==> config.mk <==
export PLATFORM = sky130hd
export DESIGN_NAME = fdc_fifo_ctrl_flat
export DESIGN_NICKNAME = d
export VERILOG_FILES = /design/src/rtl/fdc_pkg.sv /design/src/rtl/fdc_fifo_ctrl_if.sv /design/src/rtl/simple_fifo.sv /design/src/rtl/fdc_fifo_ctrl.sv /design/src/flat_wrapper.sv
export SDC_FILE = /design/constraint.sdc
export NUM_CORES = 1
export LEC_CHECK = 0
export ABC_AREA = 1
export CORE_MARGIN = 2
export CORE_UTILIZATION = 50
export CTS_BUF_LIST = sky130_fd_sc_hd__clkbuf_8
export DETAILED_ROUTE_END_ITERATION = 8
export PLACE_DENSITY = 0.71
export SKIP_LAST_GASP = 1
export SLEW_MARGIN = 20
export SYNTH_ARGS = -nofsm -noshare
export SYNTH_HDL_FRONTEND = slang
export SYNTH_SLANG_ARGS = --single-unit
==> constraint.sdc <==
create_clock -name clk -period 6.8 [get_ports clk]
set_input_delay 1.36 -clock clk [delete_from_list [all_inputs] [get_ports clk]]
set_output_delay 1.36 -clock clk [all_outputs]
set_load 0.02 [all_outputs]
==> src/rtl/fdc_pkg.sv <==
// Shared types for the floppy-controller FIFO slice: FSM states, direction
// encodings and the byte type used on every data path.
package fdc_pkg;

    typedef logic [7:0] fdc_byte_t;

    typedef enum logic [1:0] {
        ST_IDLE  = 2'd0,
        ST_XFER  = 2'd1,
        ST_BURST = 2'd2,
        ST_DONE  = 2'd3
    } fdc_state_t;

    localparam logic DIR_WRITE = 1'b0;  // host-to-disk
    localparam logic DIR_READ  = 1'b1;  // disk-to-host

endpackage

==> src/rtl/fdc_fifo_ctrl_if.sv <==
// Host/disk handshake bundle of fdc_fifo_ctrl; master drives strobes and data,
// slave (the controller) returns FIFO head, status and request lines.
interface fdc_fifo_ctrl_if
    import fdc_pkg::*;
#(
    parameter int DEPTH_LOG2 = 4
);
    logic                  sclr;
    logic                  dir;
    logic                  dma_en;
    logic                  thresh_wr;
    logic [DEPTH_LOG2-1:0] thresh_val;
    logic                  pio_rd;
    logic                  pio_wr;
    fdc_byte_t             pio_wdata;
    logic                  dack;
    logic                  tc;
    logic                  dsk_push;
    fdc_byte_t             dsk_wdata;
    logic                  dsk_pop;

    fdc_byte_t             host_rdata;
    fdc_byte_t             dsk_rdata;
    logic                  drq;
    logic                  pio_rqm;
    logic                  dsk_avail;
    logic                  dsk_space;
    logic                  overrun;
    logic                  underrun;
    logic                  done_irq;
    logic [DEPTH_LOG2:0]   level;

    modport master (
        output sclr, dir, dma_en, thresh_wr, thresh_val, pio_rd, pio_wr, pio_wdata,
               dack, tc, dsk_push, dsk_wdata, dsk_pop,
        input  host_rdata, dsk_rdata, drq, pio_rqm, dsk_avail, dsk_space,
               overrun, underrun, done_irq, level
    );

    modport slave (
        input  sclr, dir, dma_en, thresh_wr, thresh_val, pio_rd, pio_wr, pio_wdata,
               dack, tc, dsk_push, dsk_wdata, dsk_pop,
        output host_rdata, dsk_rdata, drq, pio_rqm, dsk_avail, dsk_space,
               overrun, underrun, done_irq, level
    );
endinterface

==> src/rtl/simple_fifo.sv <==
// Show-ahead single-clock FIFO: q is the head entry combinationally, usedw wraps
// to 0 when full so callers combine {full, usedw} for the true occupancy.
module simple_fifo #(
    parameter int WIDTH  = 8,
    parameter int WIDTHU = 4
) (
    input  logic              clk,
    input  logic              rst,
    input  logic              sclr,
    input  logic              wrreq,
    input  logic [WIDTH-1:0]  data,
    input  logic              rdreq,
    output logic [WIDTH-1:0]  q,
    output logic              full,
    output logic              empty,
    output logic [WIDTHU-1:0] usedw
);
    localparam int DEPTH = 1 << WIDTHU;

    logic [WIDTH-1:0]  mem [DEPTH];
    logic [WIDTHU-1:0] wr_ptr_reg;
    logic [WIDTHU-1:0] rd_ptr_reg;
    logic [WIDTHU:0]   count_reg;
    logic              do_wr;
    logic              do_rd;

    // A write into a full FIFO is legal only when the head is leaving the same cycle.
    assign do_wr = wrreq && !sclr && (!count_reg[WIDTHU] || rdreq);
    assign do_rd = rdreq && !sclr && (count_reg != '0);

    always_ff @(posedge clk) begin
        if (do_wr) begin
            mem[wr_ptr_reg] <= data;
        end
    end

    always_ff @(posedge clk or posedge rst) begin
        if (rst) begin
            wr_ptr_reg <= '0;
            rd_ptr_reg <= '0;
            count_reg  <= '0;
        end else if (sclr) begin
            wr_ptr_reg <= '0;
            rd_ptr_reg <= '0;
            count_reg  <= '0;
        end else begin
            if (do_wr) wr_ptr_reg <= wr_ptr_reg + 1'b1;
            if (do_rd) rd_ptr_reg <= rd_ptr_reg + 1'b1;
            case ({do_wr, do_rd})
                2'b10:   count_reg <= count_reg + 1'b1;
                2'b01:   count_reg <= count_reg - 1'b1;
                default: count_reg <= count_reg;
            endcase
        end
    end

    assign q     = mem[rd_ptr_reg];
    assign full  = count_reg[WIDTHU];
    assign empty = (count_reg == '0);
    assign usedw = count_reg[WIDTHU-1:0];
endmodule

==> src/rtl/fdc_fifo_ctrl.sv <==
// FDC data FIFO controller: PIO/DMA host side, disk-core side, threshold-driven DMA bursts.
// Optional FDC_FIFO_STATS_EN adds a saturating host-byte counter on port xfer_count.
module fdc_fifo_ctrl
    import fdc_pkg::*;
#(
    parameter int DEPTH_LOG2     = 4,
    parameter int DEFAULT_THRESH = 8
) (
    input  logic               clk,
    input  logic               rst,
    fdc_fifo_ctrl_if.slave     bus
`ifdef FDC_FIFO_STATS_EN
    ,
    output logic [15:0]        xfer_count
`endif
);
    localparam logic [DEPTH_LOG2:0]   FIFO_DEPTH = {1'b1, {DEPTH_LOG2{1'b0}}};
    localparam logic [DEPTH_LOG2-1:0] THRESH_RST = DEFAULT_THRESH[DEPTH_LOG2-1:0];

    fdc_state_t            state_reg, state_next;
    logic                  dir_reg;
    logic                  drq_reg;
    logic                  overrun_reg;
    logic                  underrun_reg;
    logic [DEPTH_LOG2-1:0] thresh_reg;

    logic                  dir_eff;
    logic                  host_strobe;
    logic                  push_req, pop_req;
    logic                  do_push, do_pop;
    logic                  fifo_full, fifo_empty;
    logic [DEPTH_LOG2-1:0] fifo_usedw;
    fdc_byte_t             fifo_q;
    fdc_byte_t             fifo_data;
    logic [DEPTH_LOG2:0]   level;
    logic [DEPTH_LOG2:0]   free_slots;
    logic [DEPTH_LOG2:0]   thresh_eff;
    logic                  burst_ready;
    logic                  burst_end;

    // Direction is live while idle and frozen once a transfer has started.
    assign dir_eff = (state_reg == ST_IDLE) ? bus.dir : dir_reg;

    // The host side is either the DMA channel or the CPU, never both.
    assign host_strobe = bus.dma_en ? bus.dack
                                    : ((dir_eff == DIR_WRITE) ? bus.pio_wr : bus.pio_rd);

    assign push_req  = !bus.sclr && ((dir_eff == DIR_WRITE) ? host_strobe : bus.dsk_push);
    assign pop_req   = !bus.sclr && ((dir_eff == DIR_WRITE) ? bus.dsk_pop : host_strobe);
    assign do_push   = push_req && (!fifo_full || pop_req);
    assign do_pop    = pop_req && !fifo_empty;
    // The host data bus carries both PIO and DMA write bytes.
    assign fifo_data = (dir_eff == DIR_WRITE) ? bus.pio_wdata : bus.dsk_wdata;

    simple_fifo #(
        .WIDTH  (8),
        .WIDTHU (DEPTH_LOG2)
    ) u_fifo (
        .clk   (clk),
        .rst   (rst),
        .sclr  (bus.sclr),
        .wrreq (do_push),
        .data  (fifo_data),
        .rdreq (do_pop),
        .q     (fifo_q),
        .full  (fifo_full),
        .empty (fifo_empty),
        .usedw (fifo_usedw)
    );

    assign level       = {fifo_full, fifo_usedw};
    assign free_slots  = FIFO_DEPTH - level;
    assign thresh_eff  = (thresh_reg == '0) ? {{DEPTH_LOG2{1'b0}}, 1'b1} : {1'b0, thresh_reg};
    assign burst_ready = bus.dma_en && ((dir_eff == DIR_READ) ? (level >= thresh_eff)
                                                              : (free_slots >= thresh_eff));
    assign burst_end   = (dir_eff == DIR_READ) ? fifo_empty : fifo_full;

    always_ff @(posedge clk or posedge rst) begin
        if (rst) begin
            state_reg <= ST_IDLE;
            drq_reg   <= 1'b0;
            dir_reg   <= DIR_WRITE;
        end else begin
            state_reg <= state_next;
            drq_reg   <= (state_next == ST_BURST);
            if (state_reg == ST_IDLE) dir_reg <= bus.dir;
        end
    end

    always_comb begin
        state_next = state_reg;
        if (bus.sclr) begin
            state_next = ST_IDLE;
        end else begin
            unique case (state_reg)
                ST_IDLE:  if (do_push || do_pop) state_next = ST_XFER;
                ST_XFER:  if (burst_ready) state_next = ST_BURST;
                ST_BURST: begin
                    if (bus.dma_en && bus.dack && bus.tc) state_next = ST_DONE;
                    else if (burst_end)                    state_next = ST_XFER;
                end
                ST_DONE:  state_next = ST_IDLE;
            endcase
        end
    end

    always_comb begin
        bus.drq      = drq_reg;
        bus.done_irq = 1'b0;
        if (state_reg == ST_DONE) bus.done_irq = 1'b1;
    end

    always_ff @(posedge clk or posedge rst) begin
        if (rst) begin
            overrun_reg  <= 1'b0;
            underrun_reg <= 1'b0;
            thresh_reg   <= THRESH_RST;
        end else begin
            if (bus.thresh_wr) thresh_reg <= bus.thresh_val;
            if (bus.sclr) begin
                overrun_reg  <= 1'b0;
                underrun_reg <= 1'b0;
            end else begin
                if (push_req && !do_push) overrun_reg  <= 1'b1;
                if (pop_req && !do_pop)   underrun_reg <= 1'b1;
            end
        end
    end

    assign bus.host_rdata = fifo_q;
    assign bus.dsk_rdata  = fifo_q;
    assign bus.pio_rqm    = (dir_eff == DIR_READ) ? !fifo_empty : !fifo_full;
    assign bus.dsk_avail  = (dir_eff == DIR_WRITE) && !fifo_empty;
    assign bus.dsk_space  = (dir_eff == DIR_READ) && !fifo_full;
    assign bus.overrun    = overrun_reg;
    assign bus.underrun   = underrun_reg;
    assign bus.level      = level;

`ifdef FDC_FIFO_STATS_EN
    logic        host_acc;
    logic [15:0] xfer_count_reg;

    assign host_acc = (dir_eff == DIR_WRITE) ? do_push : do_pop;

    always_ff @(posedge clk or posedge rst) begin
        if (rst) begin
            xfer_count_reg <= '0;
        end else if (bus.sclr) begin
            xfer_count_reg <= '0;
        end else if (state_reg == ST_IDLE && state_next == ST_XFER) begin
            // The byte that opens the transfer is the first one counted.
            xfer_count_reg <= host_acc ? 16'd1 : 16'd0;
        end else if (host_acc && xfer_count_reg != 16'hFFFF) begin
            xfer_count_reg <= xfer_count_reg + 16'd1;
        end
    end

    assign xfer_count = xfer_count_reg;
`endif
endmodule
==> src/flat_wrapper.sv <==
// flat-port wrapper written by rule: the top's interface ports become plain ports
module fdc_fifo_ctrl_flat import fdc_pkg::*;
#(
    parameter int DEPTH_LOG2     = 4,
    parameter int DEFAULT_THRESH = 8
)
  (clk, rst, bus_sclr, bus_dir, bus_dma_en, bus_thresh_wr, bus_thresh_val, bus_pio_rd, bus_pio_wr, bus_pio_wdata, bus_dack, bus_tc, bus_dsk_push, bus_dsk_wdata, bus_dsk_pop, bus_host_rdata, bus_dsk_rdata, bus_drq, bus_pio_rqm, bus_dsk_avail, bus_dsk_space, bus_overrun, bus_underrun, bus_done_irq, bus_level);
  fdc_fifo_ctrl_if #(.DEPTH_LOG2(DEPTH_LOG2)) bus_i ();
  input  logic clk;
  input  logic rst;
  input wire logic [$bits(bus_i.sclr)-1:0] bus_sclr;
  input wire logic [$bits(bus_i.dir)-1:0] bus_dir;
  input wire logic [$bits(bus_i.dma_en)-1:0] bus_dma_en;
  input wire logic [$bits(bus_i.thresh_wr)-1:0] bus_thresh_wr;
  input wire logic [$bits(bus_i.thresh_val)-1:0] bus_thresh_val;
  input wire logic [$bits(bus_i.pio_rd)-1:0] bus_pio_rd;
  input wire logic [$bits(bus_i.pio_wr)-1:0] bus_pio_wr;
  input wire logic [$bits(bus_i.pio_wdata)-1:0] bus_pio_wdata;
  input wire logic [$bits(bus_i.dack)-1:0] bus_dack;
  input wire logic [$bits(bus_i.tc)-1:0] bus_tc;
  input wire logic [$bits(bus_i.dsk_push)-1:0] bus_dsk_push;
  input wire logic [$bits(bus_i.dsk_wdata)-1:0] bus_dsk_wdata;
  input wire logic [$bits(bus_i.dsk_pop)-1:0] bus_dsk_pop;
  output wire logic [$bits(bus_i.host_rdata)-1:0] bus_host_rdata;
  output wire logic [$bits(bus_i.dsk_rdata)-1:0] bus_dsk_rdata;
  output wire logic [$bits(bus_i.drq)-1:0] bus_drq;
  output wire logic [$bits(bus_i.pio_rqm)-1:0] bus_pio_rqm;
  output wire logic [$bits(bus_i.dsk_avail)-1:0] bus_dsk_avail;
  output wire logic [$bits(bus_i.dsk_space)-1:0] bus_dsk_space;
  output wire logic [$bits(bus_i.overrun)-1:0] bus_overrun;
  output wire logic [$bits(bus_i.underrun)-1:0] bus_underrun;
  output wire logic [$bits(bus_i.done_irq)-1:0] bus_done_irq;
  output wire logic [$bits(bus_i.level)-1:0] bus_level;
  assign bus_i.sclr = bus_sclr;
  assign bus_i.dir = bus_dir;
  assign bus_i.dma_en = bus_dma_en;
  assign bus_i.thresh_wr = bus_thresh_wr;
  assign bus_i.thresh_val = bus_thresh_val;
  assign bus_i.pio_rd = bus_pio_rd;
  assign bus_i.pio_wr = bus_pio_wr;
  assign bus_i.pio_wdata = bus_pio_wdata;
  assign bus_i.dack = bus_dack;
  assign bus_i.tc = bus_tc;
  assign bus_i.dsk_push = bus_dsk_push;
  assign bus_i.dsk_wdata = bus_dsk_wdata;
  assign bus_i.dsk_pop = bus_dsk_pop;
  assign bus_host_rdata = bus_i.host_rdata;
  assign bus_dsk_rdata = bus_i.dsk_rdata;
  assign bus_drq = bus_i.drq;
  assign bus_pio_rqm = bus_i.pio_rqm;
  assign bus_dsk_avail = bus_i.dsk_avail;
  assign bus_dsk_space = bus_i.dsk_space;
  assign bus_overrun = bus_i.overrun;
  assign bus_underrun = bus_i.underrun;
  assign bus_done_irq = bus_i.done_irq;
  assign bus_level = bus_i.level;
  fdc_fifo_ctrl #(.DEPTH_LOG2(DEPTH_LOG2), .DEFAULT_THRESH(DEFAULT_THRESH)) u_core (.clk(clk), .rst(rst), .bus(bus_i));
endmodule
==> out/results.ini, run 1 <==
[route]
vias = 4768
initialDrtViolationCount = 605
drc = 0
wire_per_inst_um = 19.1
detail_route.vias_per_cell = 5.65
drt_pass1_iterations = 5
detail_route.wirelength_um = 16100
antenna_left = 0

[timing]
timing.final.hold_violations = 0
fmaxAchievable_mhz = 209
final.setup.tns_ns = 0
rsz0062_at_grt = no
setup_viol_count_final = 0
finalWorstSetupSlack_ns = 2.02
min_period_ns = 4.78
tightest_slew_ns = 1.08
skew_ns = 0.00847
slew_headroom_pct = 27.6
slew_violations = 0
min_period_over_period_pct = 70.3

[cts]
clock_tree.root_cell = clkbuf_8
tritoncts_num_sinks = 151
cts_buffer_depth = 2
clk_pin_slew_worst_paths_ns = 0.08
post_cts_resize_count = 0
tritoncts.num_buffers = 17
postCtsSetupRepairBufs = 0
holdBufCountCts = 0
clock_latency_ns = 0.45
htree_num_levels = 4
tritoncts = done

[worst_setup_path]
dominant_delay_contributor_by_cell_family_on_the_critical_path = buffers and inverters
largest_stage_delay_worst_path_ns = 0.61
crit_fanout = 11
crit_path_cell_trace = inv_1 -> nor2_1 -> inv_1 -> a21oi_1 -> a221oi_1 -> o21ai_0 -> nand2_1 -> clkdlybuf4s50_1
path_class = register to output pin
setup.worst_path.start_class = register
crit_required_ns = 5.44
cp.arrival_ns = 3.42
crit_top_cell = inv_1
endpoint_kind = output pin
crit_buf_inv = 3
cp_slowest_cell = dfrtp_1

[floorplanning]
rows = 42
ios = 60
die_area_mm2 = 0.0145
floorplan.die.width_um = 120
coreArea_mm2 = 0.0132
starting_density_of_the_core_pct = 51.1
floorplan.die.height_um = 120

[yosys]
yosysSeqAreaShare_pct = 65.4
yosys_warnings = 0
ys_dominant_reg_cell = edfxtp_1
number_of_flops_mapped_to_enable_cells_by_yosys = 128
syn_area_per_cell_um2 = 11.1
syn-num-nets = 654
synth_async_sr_flop_share_pct = 15.2
synth.lib_cells_used.distinct = 36
post_synth_inst_count = 607
synth.ff_latch_count = 151
syn_area_mm2 = 0.00676

[place]
gp_routability_congestion = 0.916
place_hpwl_um = 10400
port_buffers = 59
preCtsSetupSlack_ns = 2.41
placedCellCount = 812

[pwr]
power_frac_comb_pct = 41.0
netSwitchingFraction_pct = 38.5
vdd.ir_drop.worst_uv = 291
net_switching_power_figure_mw = 1.25
power_leakage_nw = 2.93
report.power.total_mw = 3.26
p_per_area_mw_per_mm2 = 416
p_seq_share_pct = 38.7
p_clk_share_pct = 20.3
cellInternalPower_mw = 2.00

[cells_and_area]
fin_cells = 844
num-nets-final = 702
largest_register_ff_count = 128
insertedDiodeCount = 0
fill_cells = 1096
drive_gt1_share_pct = 8.98
syn_to_final_growth_pct = 15.6

[flow_run]
cap_violations = 0

[global_routing]
grt_max_degree = 66
grt.overflow.total = 0
number_of_antenna_violations_at_the_first_check_in_global_routing = 0
grt_util_all_layers_pct = 23.3
grt_pass1_wl_um = 24800
first_global_vias = 4688

[status]
status = finished clean

[worst_hold_path]
hold_class = register to register

-- path summary, 6_finish.rpt --
check	from	endpoint	slack [ns]	cells past startpoint
max in group asynchronous	rst	u_core.u_fifo.rd_ptr_reg[0]	4.79	2
max reg2reg	u_core.state_reg[0]	u_core.u_fifo.mem[6][0]	3.79	12
min in group asynchronous	rst	u_core.u_fifo.count_reg[0]	1.39	2
max	u_core.u_fifo.rd_ptr_reg[2]	bus_dsk_rdata[7]	2.02	8
min	u_core.bus.overrun	u_core.bus.overrun	0.53	2
min reg2reg	u_core.bus.overrun	u_core.bus.overrun	0.53	2
-- power groups by stage --
stage	registers (mW)	logic, mW	clock network [mW]
floorplan	1.26	0.903	0
global placement	1.28	1.30	0
detailed placement	1.28	1.34	0
CTS	1.26	1.34	0.667
global route	1.27	1.46	0.700
finish	1.26	1.34	0.660
-- cell usage in the layout (no fill, tap or decap), types with 2 or more instances in the layout --
| cell type | instances |
|---|---|
| a21oi_1 | 21 |
| a221oi_1 | 8 |
| buf_4 | 3 |
| bufinv_16 | 3 |
| clkbuf_8 | 17 |
| clkdlybuf4s50_1 | 59 |
| clkinv_1 | 11 |
| clkinv_2 | 2 |
| dfrtp_1 | 21 |
| edfxtp_1 | 128 |
| ha_1 | 15 |
| inv_1 | 38 |
| inv_2 | 7 |
| nand2_1 | 119 |
| nand2_2 | 7 |
| nand2_4 | 6 |
| nand3_1 | 27 |
| nand3_2 | 4 |
| nand4_1 | 8 |
| nor2_1 | 55 |
| nor2_2 | 3 |
| nor3_1 | 5 |
| nor3_2 | 2 |
| o21ai_0 | 58 |
| o21ai_1 | 5 |
| o21bai_1 | 2 |
| o221ai_1 | 8 |
| o22ai_1 | 9 |
| xnor2_1 | 2 |
| xor2_1 | 4 |
-- area by class of cell --
type                            count  area [um2]  area share (%)
Sequential cell                   151        4420            56.6
Multi-Input combinational cell    376        2010            25.7
Timing Repair Buffer               62         613            7.84
Clock buffer                       17         234            2.99
Tap cell                          176         220            2.82
Inverter                           47         176            2.26
Clock inverter                     15         141            1.81
-- worst reg2reg max path, stage by stage, from the launching register on --
cell and delay (ns):
dfrtp_1 0.43, inv_1 0.13, nand2_4 0.08, nand2_2 0.09
nand2_4 0.13, inv_2 0.22, or2_4 0.17, nand3_4 0.11
inv_2 0.10, nand2_4 0.06, inv_2 0.13, nand2_1 0.15
nor2_1 0.84
-- stage by stage --
| stage | instance area [um2] | utilization (%) | hold slack [ns] |
|---|---|---|---|
| 2_1_floorplan | 6760 | - | 0.491 |
| 3_3_place_gp | 7430 | 56.1 | 0.501 |
| 3_5_place_dp | 7440 | 56.2 | 0.501 |
| 4_1_cts | 7820 | 59.0 | 0.523 |
| 5_1_grt | 7820 | 59.0 | 0.567 |
| 6_report | 7820 | 59.0 | 0.530 |
-- cell families (layout without fill, tap and decap cells) --
kind of cell	Yosys count	after routing	synth area share, %
AO/OA/AOI/OAI	115	115	9.80
buffers and inverters	80	141	5.03
XOR/XNOR	6	6	0.777
AND/OR/NAND/NOR	240	240	16.3
adder cells (fa/ha/maj)	15	15	2.77
flip-flops	151	151	65.4
-- Yosys cell counts, types with 2 or more instances --
cell type  instances  area share [%]
clkbuf_1          19             1.1
buf_2              5            0.37
nand3_1           27             2.0
nand2_2            7            0.65
o21ai_1            5            0.37
nor3_1             5            0.37
a221oi_1           8             1.0
nor3_2             2            0.30
xor2_1             4            0.52
inv_1             39             2.2
o221ai_1           8             1.0
o21bai_1           2            0.22
nor2_1            58             3.2
o21ai_0           58             4.3
xnor2_1            2            0.26
nand2_4            6             1.0
nand4_1            8            0.74
ha_1              15             2.8
buf_4              9             1.0
edfxtp_1         128              57
inv_2              7            0.39
nand2_1          119             6.6
o22ai_1            9            0.83
dfrtp_1           22             8.1
nand3_2            4            0.59
a21oi_1           21             1.6
-- metal layers --
layer  global-route usage [%]  vias up  share of wire, %
met5                        0        -                 0
met3                     5.33       31               7.3
met2                     39.2      221                50
li1                         -     2216                 -
met4                     10.0        0               2.6
met1                     29.0     2300                40
(Power assumes the default switching activity.)
==> run 2, diff against run 1 <==
--- a/config.mk
+++ b/config.mk
@@ -10,7 +10,7 @@
 export CORE_UTILIZATION = 50
 export CTS_BUF_LIST = sky130_fd_sc_hd__clkbuf_8
 export DETAILED_ROUTE_END_ITERATION = 8
-export PLACE_DENSITY = 0.71
+export PLACE_DENSITY = 0.73
 export SKIP_LAST_GASP = 1
 export SLEW_MARGIN = 20
 export SYNTH_ARGS = -nofsm -noshare
==> constraint.sdc (replaced) <==
create_clock -name clk -period 4.38 [get_ports clk]
set_input_delay 0.876 -clock clk [delete_from_list [all_inputs] [get_ports clk]]
set_output_delay 0.876 -clock clk [all_outputs]
set_load 0.02 [all_outputs]
==> out/results.ini, run 2 (synthesis results as in run 1) <==
[status]
status = finished clean

[floorplanning]
rows = 42
floorplan.die.height_um = 120
starting_density_of_the_core_pct = 51.1
coreArea_mm2 = 0.0132
ios = 60
floorplan.die.width_um = 120
die_area_mm2 = 0.0145

[worst_setup_path]
crit_fanout = 11
crit-reg2reg-launch = u_core.state_reg[1]
setup.worst_path.start_class = register
r2r_end = u_core.u_fifo.mem[6][1]
cp.arrival_ns = 3.26
crit_buf_inv = 3
crit_required_ns = 3.50
largest_stage_delay_worst_path_ns = 0.58
crit_top_cell = inv_1
cp_num_cells = 8
ff2ff_path_depth = 11
cp_slowest_cell = clkdlybuf4s50_1
crit_path_cell_trace = inv_1 -> nor2_1 -> inv_1 -> a21oi_1 -> a221oi_1 -> o21ai_0 -> nand2_1 -> clkdlybuf4s50_1
endpoint_kind = output pin
ff2ff_setup_slack_ns = 1.53
path_class = register to output pin
setup.worst_path.end = bus_dsk_rdata[6]
startpoint = u_core.u_fifo.rd_ptr_reg[2]
dominant_delay_contributor_by_cell_family_on_the_critical_path = buffers and inverters

[cts]
tritoncts = done
holdBufCountCts = 0
clock_tree.root_cell = clkbuf_8
postCtsSetupRepairBufs = 0
clock_latency_ns = 0.45
tritoncts.num_buffers = 17
clk_pin_slew_worst_paths_ns = 0.08
post_cts_resize_count = 0
cts_buffer_depth = 2
htree_num_levels = 4
tritoncts_num_sinks = 151

[place]
port_buffers = 59
place_hpwl_um = 11000
gp_routability_congestion = 0.875

[cells_and_area]
fill_cells = 1095
multi_input_area_mm2 = 0.00200
insertedDiodeCount = 0
syn_to_final_growth_pct = 15.7
num-nets-final = 702
layout_commonest_cell = edfxtp_1
largest_register_ff_count = 128
layout_common_cells = edfxtp_1, nand2_1, clkdlybuf4s50_1
drive_gt1_share_pct = 8.98
register_area_mm2 = 0.00442

[timing]
slew_violations = 0
min_period_ns = 4.13
min_period_over_period_pct = 94.4
setup_viol_count_final = 0
tightest_slew_ns = 0.955
slew_headroom_pct = 35.9
skew_ns = 0.00745
rsz0062_at_grt = no
timing.final.hold_violations = 0
final.setup.tns_ns = 0
fmaxAchievable_mhz = 242

[route]
initialDrtViolationCount = 602
detail_route.vias_per_cell = 5.68
vias = 4795
drt_pass1_iterations = 6
drc = 0
antenna_left = 0
wire_per_inst_um = 19.4
detail_route.wirelength_um = 16400

[pwr]
p_per_area_mw_per_mm2 = 661
power_leakage_nw = 2.95
report.power.total_mw = 5.17
vdd.ir_drop.worst_uv = 356

[worst_hold_path]
timing.hold.worst.start = u_core.bus.overrun
hold_class = register to register

[global_routing]
grt_max_degree = 66
first_global_vias = 4846
grt.overflow.total = 0
number_of_antenna_violations_at_the_first_check_in_global_routing = 0
grt_util_all_layers_pct = 23.9
grt_pass1_wl_um = 25600

[flow_run]
cap_violations = 0

run 2: worst register-to-register path, stage by stage (launching register included):
cell	delay, ns
dfrtp_1	0.42
nor2_1	0.18
nand2_1	0.14
nand2_4	0.20
inv_2	0.15
nand3_1	0.16
nand3_4	0.13
inv_2	0.09
nand2_4	0.06
inv_2	0.13
nand2_1	0.16
nor2_1	0.67
run 2: worst min path at each step:
| stage | depth (start not counted) | slack (ns) | to |
|---|---|---|---|
| floorplan | 2 | 0.49 | u_core.thresh_reg[0] |
| global placement | 2 | 0.50 | u_core.bus.overrun |
| detailed placement | 2 | 0.49 | u_core.bus.underrun |
| CTS | 2 | 0.52 | u_core.bus.underrun |
| global route | 2 | 0.57 | u_core.bus.overrun |
| finish | 2 | 0.53 | u_core.bus.overrun |
run 2: cell type report:
| type | instances | area share (%) |
|---|---|---|
| sequential | 151 | 56.5 |
| multi-input combinational | 376 | 25.6 |
| timing repair buffer | 62 | 7.99 |
| clock buffer | 17 | 2.99 |
| tap | 176 | 2.81 |
| inverter | 47 | 2.25 |
| clock inverter | 15 | 1.85 |
run 2: through the flow:
stage / utilization, % / cell area, um2 / worst slack [ns] / cells / hold WS (ns)
after floorplan: - / 6760 / 1.68 / 607 / 0.491
after global placement: 56.2 / 7450 / 0.886 / 812 / 0.503
after detailed placement: 56.2 / 7450 / 0.809 / 812 / 0.490
after CTS: 59.1 / 7830 / 0.313 / 844 / 0.524
after global routing: 59.1 / 7830 / 0.121 / 844 / 0.567
final: 59.1 / 7830 / 0.246 / 844 / 0.531
run 2: power by group:
group / switching (mW) / internal (mW)
Combinational: 1.47 / 0.724
Sequential: 0.0922 / 1.85
Clock: 0.489 / 0.545
run 2: routing by layer:
layer	vias to the layer above	track usage, %	wire, um
met5	-	0	0
met2	213	40.0	8120
met4	0	11.9	581
li1	2215	-	-
met1	2330	29.4	6520
met3	37	5.33	1140
